==> src/rtl/bsg_tnc_pkg.sv <==
// Shared field geometry for the multi-channel test-node client.
package bsg_tnc_pkg;

  localparam int id_width_gp = 4;

  function automatic int chan_width(input int num_channels);
    return (num_channels <= 2) ? 1 : $clog2(num_channels);
  endfunction

  function automatic int id_msb(input int ring_width);
    return ring_width - 1;
  endfunction

  function automatic int chan_msb(input int ring_width);
    return ring_width - 1 - id_width_gp;
  endfunction

  function automatic int payload_msb(input int payload_width);
    return payload_width - 1;
  endfunction

endpackage

==> src/rtl/bsg_tnc_chan_fifo.sv <==
// Per-channel registered FIFO; ready_o is simply ~full, so a dequeue never
// frees a slot for an enqueue in the same cycle.
module bsg_tnc_chan_fifo #(
  parameter int width_p = 64,
  parameter int els_p   = 2
) (
  input  logic               clk_i,
  input  logic               reset_n_i,
  input  logic               v_i,
  output logic               ready_o,
  input  logic [width_p-1:0] data_i,
  output logic               v_o,
  input  logic               ready_i,
  output logic [width_p-1:0] data_o,
  output logic               full_o,
  output logic               empty_o
);

  localparam int ptr_w_lp = (els_p <= 1) ? 1 : $clog2(els_p);
  localparam int cnt_w_lp = $clog2(els_p + 1);

  logic [width_p-1:0]  mem_q [els_p];
  logic [ptr_w_lp-1:0] wr_ptr_q, wr_ptr_d, rd_ptr_q, rd_ptr_d;
  logic [cnt_w_lp-1:0] cnt_q, cnt_d;
  logic                enq, deq;

  assign full_o  = (cnt_q == cnt_w_lp'(els_p));
  assign empty_o = (cnt_q == '0);
  assign ready_o = ~full_o;
  assign v_o     = ~empty_o;
  assign data_o  = mem_q[rd_ptr_q];
  assign enq     = v_i & ~full_o;
  assign deq     = v_o & ready_i;

  always_comb begin
    wr_ptr_d = wr_ptr_q;
    rd_ptr_d = rd_ptr_q;
    cnt_d    = cnt_q;
    if (enq) wr_ptr_d = (wr_ptr_q == ptr_w_lp'(els_p - 1)) ? '0 : wr_ptr_q + 1'b1;
    if (deq) rd_ptr_d = (rd_ptr_q == ptr_w_lp'(els_p - 1)) ? '0 : rd_ptr_q + 1'b1;
    if (enq & ~deq)      cnt_d = cnt_q + 1'b1;
    else if (~enq & deq) cnt_d = cnt_q - 1'b1;
  end

  always_ff @(posedge clk_i or negedge reset_n_i) begin
    if (!reset_n_i) begin
      wr_ptr_q <= '0;
      rd_ptr_q <= '0;
      cnt_q    <= '0;
    end else begin
      wr_ptr_q <= wr_ptr_d;
      rd_ptr_q <= rd_ptr_d;
      cnt_q    <= cnt_d;
    end
  end

  always_ff @(posedge clk_i) begin
    if (enq) mem_q[wr_ptr_q] <= data_i;
  end

endmodule

==> src/rtl/bsg_test_node_client_mc.sv <==
// Multi-channel bsg test-ring client: ring packets fan out to per-core FIFOs,
// core results are round-robin merged back. Optional counters: BSG_TNC_MC_STATS_EN.
module bsg_test_node_client_mc
  import bsg_tnc_pkg::*;
#(
  parameter int ring_width_p    = 80,
  parameter int payload_width_p = 64,
  parameter int num_channels_p  = 2,
  parameter int fifo_depth_p    = 2,
  parameter int client_id_p     = 0
) (
  input  logic                                      clk_i,
  input  logic                                      reset_n_i,
  input  logic                                      en_i,
  input  logic                                      v_i,
  input  logic [ring_width_p-1:0]                   data_i,
  output logic                                      ready_o,
  output logic                                      v_o,
  output logic [ring_width_p-1:0]                   data_o,
  input  logic                                      yumi_i,
  output logic [num_channels_p-1:0]                 core_v_o,
  output logic [num_channels_p*payload_width_p-1:0] core_data_o,
  input  logic [num_channels_p-1:0]                 core_ready_i,
  input  logic [num_channels_p-1:0]                 core_v_i,
  input  logic [num_channels_p*payload_width_p-1:0] core_data_i,
`ifdef BSG_TNC_MC_STATS_EN
  output logic [31:0]                               stat_in_o,
  output logic [31:0]                               stat_out_o,
  output logic [15:0]                               stat_drop_o,
`endif
  output logic [num_channels_p-1:0]                 core_yumi_o
);

  localparam int cw_lp       = chan_width(num_channels_p);
  localparam int id_msb_lp   = id_msb(ring_width_p);
  localparam int chan_msb_lp = chan_msb(ring_width_p);
  localparam int pay_msb_lp  = payload_msb(payload_width_p);

  typedef logic [cw_lp-1:0] chan_t;

  logic                       in_v_q, in_v_d, out_v_q, out_v_d;
  logic [ring_width_p-1:0]    in_data_q, in_data_d, out_data_q, out_data_d;
  chan_t                      last_q, last_d, in_chan, grant_idx;
  logic [payload_width_p-1:0] in_pay;
  logic [num_channels_p-1:0]  fifo_v, fifo_rdy, fifo_full, fifo_empty;
  logic                       in_range, tgt_rdy, dispatch, drop, loadable, grant_v, gnt;
  logic [ring_width_p-1:0]    out_pkt;
  int                         grant_j;

  assign in_chan  = in_data_q[chan_msb_lp -: cw_lp];
  assign in_pay   = in_data_q[pay_msb_lp:0];
  assign in_range = int'(in_chan) < num_channels_p;
  assign dispatch = in_v_q & (~in_range | tgt_rdy);
  assign drop     = in_v_q & ~in_range;
  assign ready_o  = reset_n_i & en_i & (~in_v_q | dispatch);
  assign loadable = ~out_v_q | yumi_i;
  assign gnt      = reset_n_i & loadable & grant_v;
  assign v_o      = out_v_q;
  assign data_o   = out_data_q;

  always_comb begin
    tgt_rdy = 1'b0;
    for (int n = 0; n < num_channels_p; n++) begin
      fifo_v[n] = in_v_q & (in_chan == chan_t'(n));
      if (in_chan == chan_t'(n)) tgt_rdy = fifo_rdy[n];
    end
  end

  for (genvar n = 0; n < num_channels_p; n++) begin : g_ch
    bsg_tnc_chan_fifo #(.width_p(payload_width_p), .els_p(fifo_depth_p)) u_fifo (
      .clk_i     (clk_i),
      .reset_n_i (reset_n_i),
      .v_i       (fifo_v[n]),
      .ready_o   (fifo_rdy[n]),
      .data_i    (in_pay),
      .v_o       (core_v_o[n]),
      .ready_i   (core_ready_i[n]),
      .data_o    (core_data_o[n*payload_width_p +: payload_width_p]),
      .full_o    (fifo_full[n]),
      .empty_o   (fifo_empty[n])
    );
  end

  // Round-robin search starts one past the last winner and wraps.
  always_comb begin
    int j;
    grant_v = 1'b0;
    grant_j = 0;
    for (int i = 1; i <= num_channels_p; i++) begin
      j = int'(last_q) + i;
      if (j >= num_channels_p) j = j - num_channels_p;
      if (!grant_v && core_v_i[j]) begin
        grant_v = 1'b1;
        grant_j = j;
      end
    end
    grant_idx = chan_t'(grant_j);
    for (int n = 0; n < num_channels_p; n++) core_yumi_o[n] = gnt & (grant_j == n);
    out_pkt = '0;
    out_pkt[id_msb_lp -: id_width_gp] = id_width_gp'(client_id_p);
    out_pkt[chan_msb_lp -: cw_lp]     = grant_idx;
    out_pkt[pay_msb_lp:0]             = core_data_i[grant_j*payload_width_p +: payload_width_p];
  end

  always_comb begin
    in_v_d     = in_v_q;
    in_data_d  = in_data_q;
    out_v_d    = out_v_q;
    out_data_d = out_data_q;
    last_d     = last_q;
    if (v_i & ready_o) begin
      in_v_d    = 1'b1;
      in_data_d = data_i;
    end else if (dispatch) begin
      in_v_d = 1'b0;
    end
    if (loadable) out_v_d = gnt;
    if (gnt) begin
      out_data_d = out_pkt;
      last_d     = grant_idx;
    end
  end

  always_ff @(posedge clk_i or negedge reset_n_i) begin
    if (!reset_n_i) begin
      in_v_q     <= 1'b0;
      in_data_q  <= '0;
      out_v_q    <= 1'b0;
      out_data_q <= '0;
      last_q     <= chan_t'(num_channels_p - 1);
    end else begin
      in_v_q     <= in_v_d;
      in_data_q  <= in_data_d;
      out_v_q    <= out_v_d;
      out_data_q <= out_data_d;
      last_q     <= last_d;
    end
  end

  logic unused_bits;
  assign unused_bits = ^{fifo_full, fifo_empty, in_data_q};

`ifdef BSG_TNC_MC_STATS_EN
  logic [31:0] stat_in_q, stat_in_d, stat_out_q, stat_out_d;
  logic [15:0] stat_drop_q, stat_drop_d;

  always_comb begin
    stat_in_d   = stat_in_q;
    stat_out_d  = stat_out_q;
    stat_drop_d = stat_drop_q;
    if (v_i & ready_o & ~&stat_in_q)    stat_in_d   = stat_in_q + 1'b1;
    if (out_v_q & yumi_i & ~&stat_out_q) stat_out_d  = stat_out_q + 1'b1;
    if (drop & ~&stat_drop_q)            stat_drop_d = stat_drop_q + 1'b1;
  end

  always_ff @(posedge clk_i or negedge reset_n_i) begin
    if (!reset_n_i) begin
      stat_in_q   <= '0;
      stat_out_q  <= '0;
      stat_drop_q <= '0;
    end else begin
      stat_in_q   <= stat_in_d;
      stat_out_q  <= stat_out_d;
      stat_drop_q <= stat_drop_d;
    end
  end

  assign stat_in_o   = stat_in_q;
  assign stat_out_o  = stat_out_q;
  assign stat_drop_o = stat_drop_q;
`else
  logic unused_drop;
  assign unused_drop = drop;
`endif

endmodule

==> config.mk <==
export PLATFORM = sky130hd
export DESIGN_NAME = bsg_test_node_client_mc
export DESIGN_NICKNAME = d
export VERILOG_FILES = /design/src/rtl/bsg_tnc_pkg.sv /design/src/rtl/bsg_tnc_chan_fifo.sv /design/src/rtl/bsg_test_node_client_mc.sv
export SDC_FILE = /design/constraint.sdc
export NUM_CORES = 1
export LEC_CHECK = 0
export ABC_AREA = 1
export CORE_UTILIZATION = 40
export DETAILED_ROUTE_END_ITERATION = 8
export PLACE_DENSITY = 0.68
export SLEW_MARGIN = 10
export SYNTH_ARGS = -nofsm -noshare
export SYNTH_HDL_FRONTEND = slang
export SYNTH_SLANG_ARGS = --single-unit
==> constraint.sdc <==
create_clock -name clk_i -period 5.2 [get_ports clk_i]
set_input_delay 0.78 -clock clk_i [delete_from_list [all_inputs] [get_ports clk_i]]
set_output_delay 0.78 -clock clk_i [all_outputs]
set_load 0.005 [all_outputs]
==> flow_summary.toml, run 1 <==
[synthesis]
synth_area_mm2 = 0.0159
yosysMostFrequentCell = "nand2_1"
yosys_warnings = 0
synthArstFlopShare_pct = 35.5
ys_ff_latch = 397
synth_edf_count = 256
avgSynthCellArea_um2 = 10.4
synth_ff_type = "edfxtp_1"
synth_common_cells = "nand2_1 (915), edfxtp_1 (256), dfrtp_1 (140)"
ys_seq_area_share_pct = 70.7
synth.top_cells.by_area = "edfxtp_1 (48%), dfrtp_1 (22%), nand2_1 (22%)"
synth.distinct_cells = 23
syn_inst = 1523
yosys.area.top_type = "edfxtp_1"
netlist.area_leader.share_pct = 48.4

[timing]
setup_viol = 0
skew_ns = 0.0189
maxSlewHeadroom_pct = 27.5
post-route-period-util_pct = 69.2
rsz0062_at_grt = "false"
finalHoldViolations = 0
worstMarginPinSlew_ns = 1.09
clock.fmax_ghz = 0.278
hold_slack_ns = 0.143
fin_ws_ns = 1.60
finalMaxSlewViolations = 0
min_period_ns = 3.60
fin_tns_setup_ns = 0

[worst_setup_path]
start_kind = "flip-flop"
slowest_delay_ns = 0.60
r2r_slack_ns = 2.24
critPathRequiredTime_ns = 4.42
crit_fanout = 37
ff2ff_path_depth = 7
cp_top_family = "buffers and inverters"
crit_buf_inv = 3
cp-end-kind = "primary output"
r2r_start = "g_ch[0].u_fifo.cnt_q[0]"
path_cells = "inv_2 > buf_4 > nand2_1 > nand2_1 > clkdlybuf4s50_1"
crit_type = "reg2out"
r2r_end = "in_data_q[46]"
cp_common_cell = "nand2_1"
worstPathArrival_ns = 2.82
crit_slowest_cell = "inv_2"

[floorplanning]
die_h_um = 201
rows = 72
io-pin-count = 431
core_mm2 = 0.0389
die_w_um = 201
dieArea_mm2 = 0.0405
initial_core_util_pct = 40.8

[final_layout]
utilization_pct = 55.1
layout-drive-gt1-share_pct = 4.89
n_fill_cell = 3371
nNetsFinal = 2114
final_cell_area_mm2 = 0.0215
syn_to_final_growth_pct = 35.2

[placement]
place_area_mm2 = 0.0202
place.gp.congestion = 0.915
place_hpwl_mm = 28.2
dp_slack_ns = 1.63
port-buffer-count = 400

[detailed_routing]
wl_per_cell_um = 18.4
final_antenna_net_count = 0
drc = 0
drt-initial-drc-count = 698
drt_wl_total_mm = 44.8
avgViaCountPerCell = 4.85
dr.pass1.iters = 5
vias = 11900

[grt]
grt_overflow = 0
grt_max_degree = 68
antenna_found_initial = 1
grt_pass1_vias = 11400
grt_use_total_pct = 22.1
grt_first_pass_wirelength_mm = 67.4

[cts]
htreeDepth = 2
numCtsBuffers = 40
cts_resized = 0
clkTransAtPathRegs_ns = 0.06
cts_buffer_depth = 3
cts_setup_buffers = 0
cts_hold_buf = 0
root_buffer = "clkbuf_16"
cts_tree = "built"
clock_latency_ns = 0.53
cts.sinks = 397

[power_and_ir_drop]
leakagePower_nw = 9.38
power_density_mw_per_mm2 = 461
peakVddDrop_uv = 236

[flow_run]
cap_violations = 0

[worst_hold_path]
min_path_type = "in2async"

[outcome]
status = "complete, no violations"
[registers in the layout (all words and copies together), names as in the netlist]
| register | count |
|---|---|
| data_o | 65 |
| g_ch.u_fifo.cnt_q | 4 |
| g_ch.u_fifo.mem_q | 256 |
| g_ch.u_fifo.rd_ptr_q | 2 |
| g_ch.u_fifo.wr_ptr_q | 2 |
| in_data_q | 65 |
| in_v_q | 1 |
| last_q | 1 |
| v_o | 1 |
[worst max path at each step]
stage	from	to	slack, ns	cells after the start
final	g_ch[0].u_fifo.rd_ptr_q	core_data_o[9]	1.60	5
after global routing	g_ch[1].u_fifo.rd_ptr_q	core_data_o[72]	1.38	5
after CTS	g_ch[0].u_fifo.rd_ptr_q	core_data_o[9]	1.52	5
after detailed placement	yumi_i	core_yumi_o[1]	1.63	6
after global placement	yumi_i	core_yumi_o[1]	1.62	6
after floorplan	g_ch[0].u_fifo.cnt_q[0]	g_ch[0].u_fifo.mem_q[0][0]	1.41	4
[power by group]
| group | internal [mW] | switching [mW] | leakage [nW] |
|---|---|---|---|
| Clock | 1.61 | 1.16 | 0.621 |
| Combinational | 1.38 | 1.57 | 4.67 |
| Sequential | 3.92 | 0.254 | 4.09 |
[logic make-up after synthesis]
| logic type | count (synthesis) | synth area share, % |
|---|---|---|
| buffers and inverters | 117 | 3.93 |
| adder cells (fa/ha/maj) | 2 | 0.158 |
| XOR/XNOR | 8 | 0.441 |
| other | 1 | 0.0236 |
| flip-flops | 397 | 70.7 |
| AO/OA/AOI/OAI | 7 | 0.229 |
| AND/OR/NAND/NOR | 991 | 24.6 |
[per-stage QoR]
stage               total power [mW]  instances
floorplan                       5.39       1537
global placement                7.18       2371
detailed placement              7.23       2371
CTS                             10.0       2442
global route                    10.4       2443
finish                          9.89       2443
[cell usage in the layout, fill, tap and decap left out, drive strengths merged]
cell type / instances
nand2: 915
bufinv: 2
nand3: 4
ha: 2
a31oi: 1
inv: 17
clkinv: 12
diode: 1
xnor2: 2
buf: 19
xor2: 6
o21ai: 4
dfstp: 1
clkdlybuf4s50: 398
dfrtp: 140
nand4: 65
conb: 15
edfxtp: 256
nor2: 7
clkbuf: 56
a21oi: 2
[per-layer routing]
layer	track usage (%)	vias up	wire (µm)
met4	10.5	0	2140
met5	0	-	0
met2	36.2	541	21400
li1	-	5646	-
met3	4.47	83	3590
met1	28.1	5585	17700
[cell type report]
class	count	area (µm²)	share of cell area, %
multi-input combinational	1023	4140	19.3
inverter	16	60.1	0.280
tap	518	648	3.02
timing repair buffer	417	4130	19.2
antenna	1	2.50	0.0117
sequential	397	11200	52.3
clock buffer	56	1120	5.22
clock inverter	15	139	0.647
[worst reg2reg max path: stages (launching register included)]
cell	delay [ns]
dfrtp_1	0.37
inv_2	0.06
nand2_1	0.07
nand2_1	0.11
nand3_4	0.75
nand3_4	1.06
nand2_1	0.33
nand2_1	0.09
(Power assumes the default switching activity.)
==> run 2, diff against run 1 <==
==> constraint.sdc (replaced) <==
create_clock -name clk_i -period 3.5 [get_ports clk_i]
set_input_delay 0.525 -clock clk_i [delete_from_list [all_inputs] [get_ports clk_i]]
set_output_delay 0.525 -clock clk_i [all_outputs]
set_load 0.005 [all_outputs]
==> flow_summary.toml, run 2 (synthesis results as in run 1) <==
[outcome]
status = "complete, no violations"

[floorplanning]
die_w_um = 201
io-pin-count = 431
dieArea_mm2 = 0.0405
core_mm2 = 0.0389
initial_core_util_pct = 40.8
rows = 72
die_h_um = 201

[timing]
hold_slack_ns = 0.400
skew_ns = 0.0145
clock.fmax_ghz = 0.335
finalMaxSlewViolations = 0
setup_viol = 0
min_period_ns = 2.98
post-route-period-util_pct = 85.2
worstMarginPinSlew_ns = 0.989
rsz0062_at_grt = "false"
finalHoldViolations = 0
maxSlewHeadroom_pct = 34.0

[detailed_routing]
drt-initial-drc-count = 659
vias = 11800
drc = 0
avgViaCountPerCell = 4.82
dr.pass1.iters = 5
final_antenna_net_count = 0
drt_wl_total_mm = 45.5
wl_per_cell_um = 18.5

[worst_setup_path]
r2r_slack_ns = 1.40
critPathRequiredTime_ns = 2.97
worstPathArrival_ns = 2.46
r2r_start = "g_ch[0].u_fifo.cnt_q[0]"
slowest_delay_ns = 0.52
crit_type = "reg2out"
cp-end-kind = "primary output"
path_cells = "inv_2 > buf_12 > nand2_1 > nand2_1 > clkdlybuf4s50_1"
ff2ff_path_depth = 5
r2r_end = "g_ch[0].u_fifo.mem_q[1][27]"
crit_fanout = 42
crit_slowest_cell = "clkdlybuf4s50_1"
cp_top_family = "buffers and inverters"
cp_common_cell = "nand2_1"
crit_buf_inv = 3
start_kind = "flip-flop"
critPathLaunch = "g_ch[1].u_fifo.rd_ptr_q"

[grt]
antenna_found_initial = 1
grt_max_degree = 68
met2_usage_pct = 38.2
use_met1_pct = 28.2
grt_first_pass_wirelength_mm = 68.3
grt_busiest_layer = "met2"
grt_overflow = 0
grt_use_met3_pct = 4.41
grt_pass1_vias = 11600
grt_use_total_pct = 22.3

[final_layout]
nNetsFinal = 2122
final_cell_count_no_fill = 2455
largest-register = "g_ch.u_fifo.mem_q"
layout-drive-gt1-share_pct = 5.79
largest_register_ffs = 256
layout_common_cells = "nand2_1 (914), clkdlybuf4s50_1 (398), edfxtp_1 (256), dfrtp_1 (138), nand4_1 (65)"
utilization_pct = 55.8
syn_to_final_growth_pct = 36.8
mostFrequentLayoutCell = "nand2_1"

[cts]
root_buffer = "clkbuf_16"
cts_buffer_depth = 3
htreeDepth = 2
cts_resized = 0
numCtsBuffers = 42
cts_setup_buffers = 0
clkTransAtPathRegs_ns = 0.06
cts_tree = "built"
cts.sinks = 397
clock_latency_ns = 0.53
cts_hold_buf = 1

[placement]
place_hpwl_mm = 28.3
port-buffer-count = 400
place.gp.congestion = 0.899
place_inst = 2376

[worst_hold_path]
min_path_type = "in2async"

[power_and_ir_drop]
power_density_mw_per_mm2 = 695
leakagePower_nw = 9.49
peakVddDrop_uv = 301

[flow_run]
cap_violations = 0
[run 2: how the worst max path moves through the flow]
| stage | to | slack [ns] | depth (start not counted) |
|---|---|---|---|
| finish | core_data_o[73] | 0.52 | 5 |
| global route | core_data_o[118] | 0.39 | 4 |
| detailed placement | core_yumi_o[0] | 0.94 | 6 |
| floorplan | g_ch[0].u_fifo.mem_q[0][0] | -0.29 | 4 |
| CTS | core_data_o[73] | 0.49 | 5 |
| global placement | in_v_q | 0.93 | 6 |
[run 2: per-layer routing]
layer  up-vias  wire length, µm
met5         -                0
met4         0             1350
met3        70             3650
met2       526            22500
met1      5565            18000
li1       5665                -
[run 2: metrics by stage]
stage	cell area, µm²	worst slack [ns]	total power [mW]	setup TNS (ns)
after global placement	20300	0.927	10.7	0
final	21700	0.519	15.1	0
after floorplan	15900	-0.286	8.01	-73.17
after CTS	21700	0.490	15.3	0
after detailed placement	20300	0.936	10.8	0
after global routing	21700	0.388	15.9	0
[run 2: area by class of cell]
cell class	instances	area (µm²)
Antenna cell	1	2.50
Sequential cell	397	11200
Multi-Input combinational cell	1023	4140
Timing Repair Buffer	423	4240
Clock inverter	24	241
Fill cell	3345	17200
Tap cell	518	648
Inverter	16	60.1
Clock buffer	53	1170
[run 2: power by group]
group	leakage [nW]	internal [mW]	switching, mW
Combinational	4.71	2.09	2.33
Sequential	4.09	5.82	0.382
Clock	0.689	2.68	1.79
Total	9.49	10.6	4.51
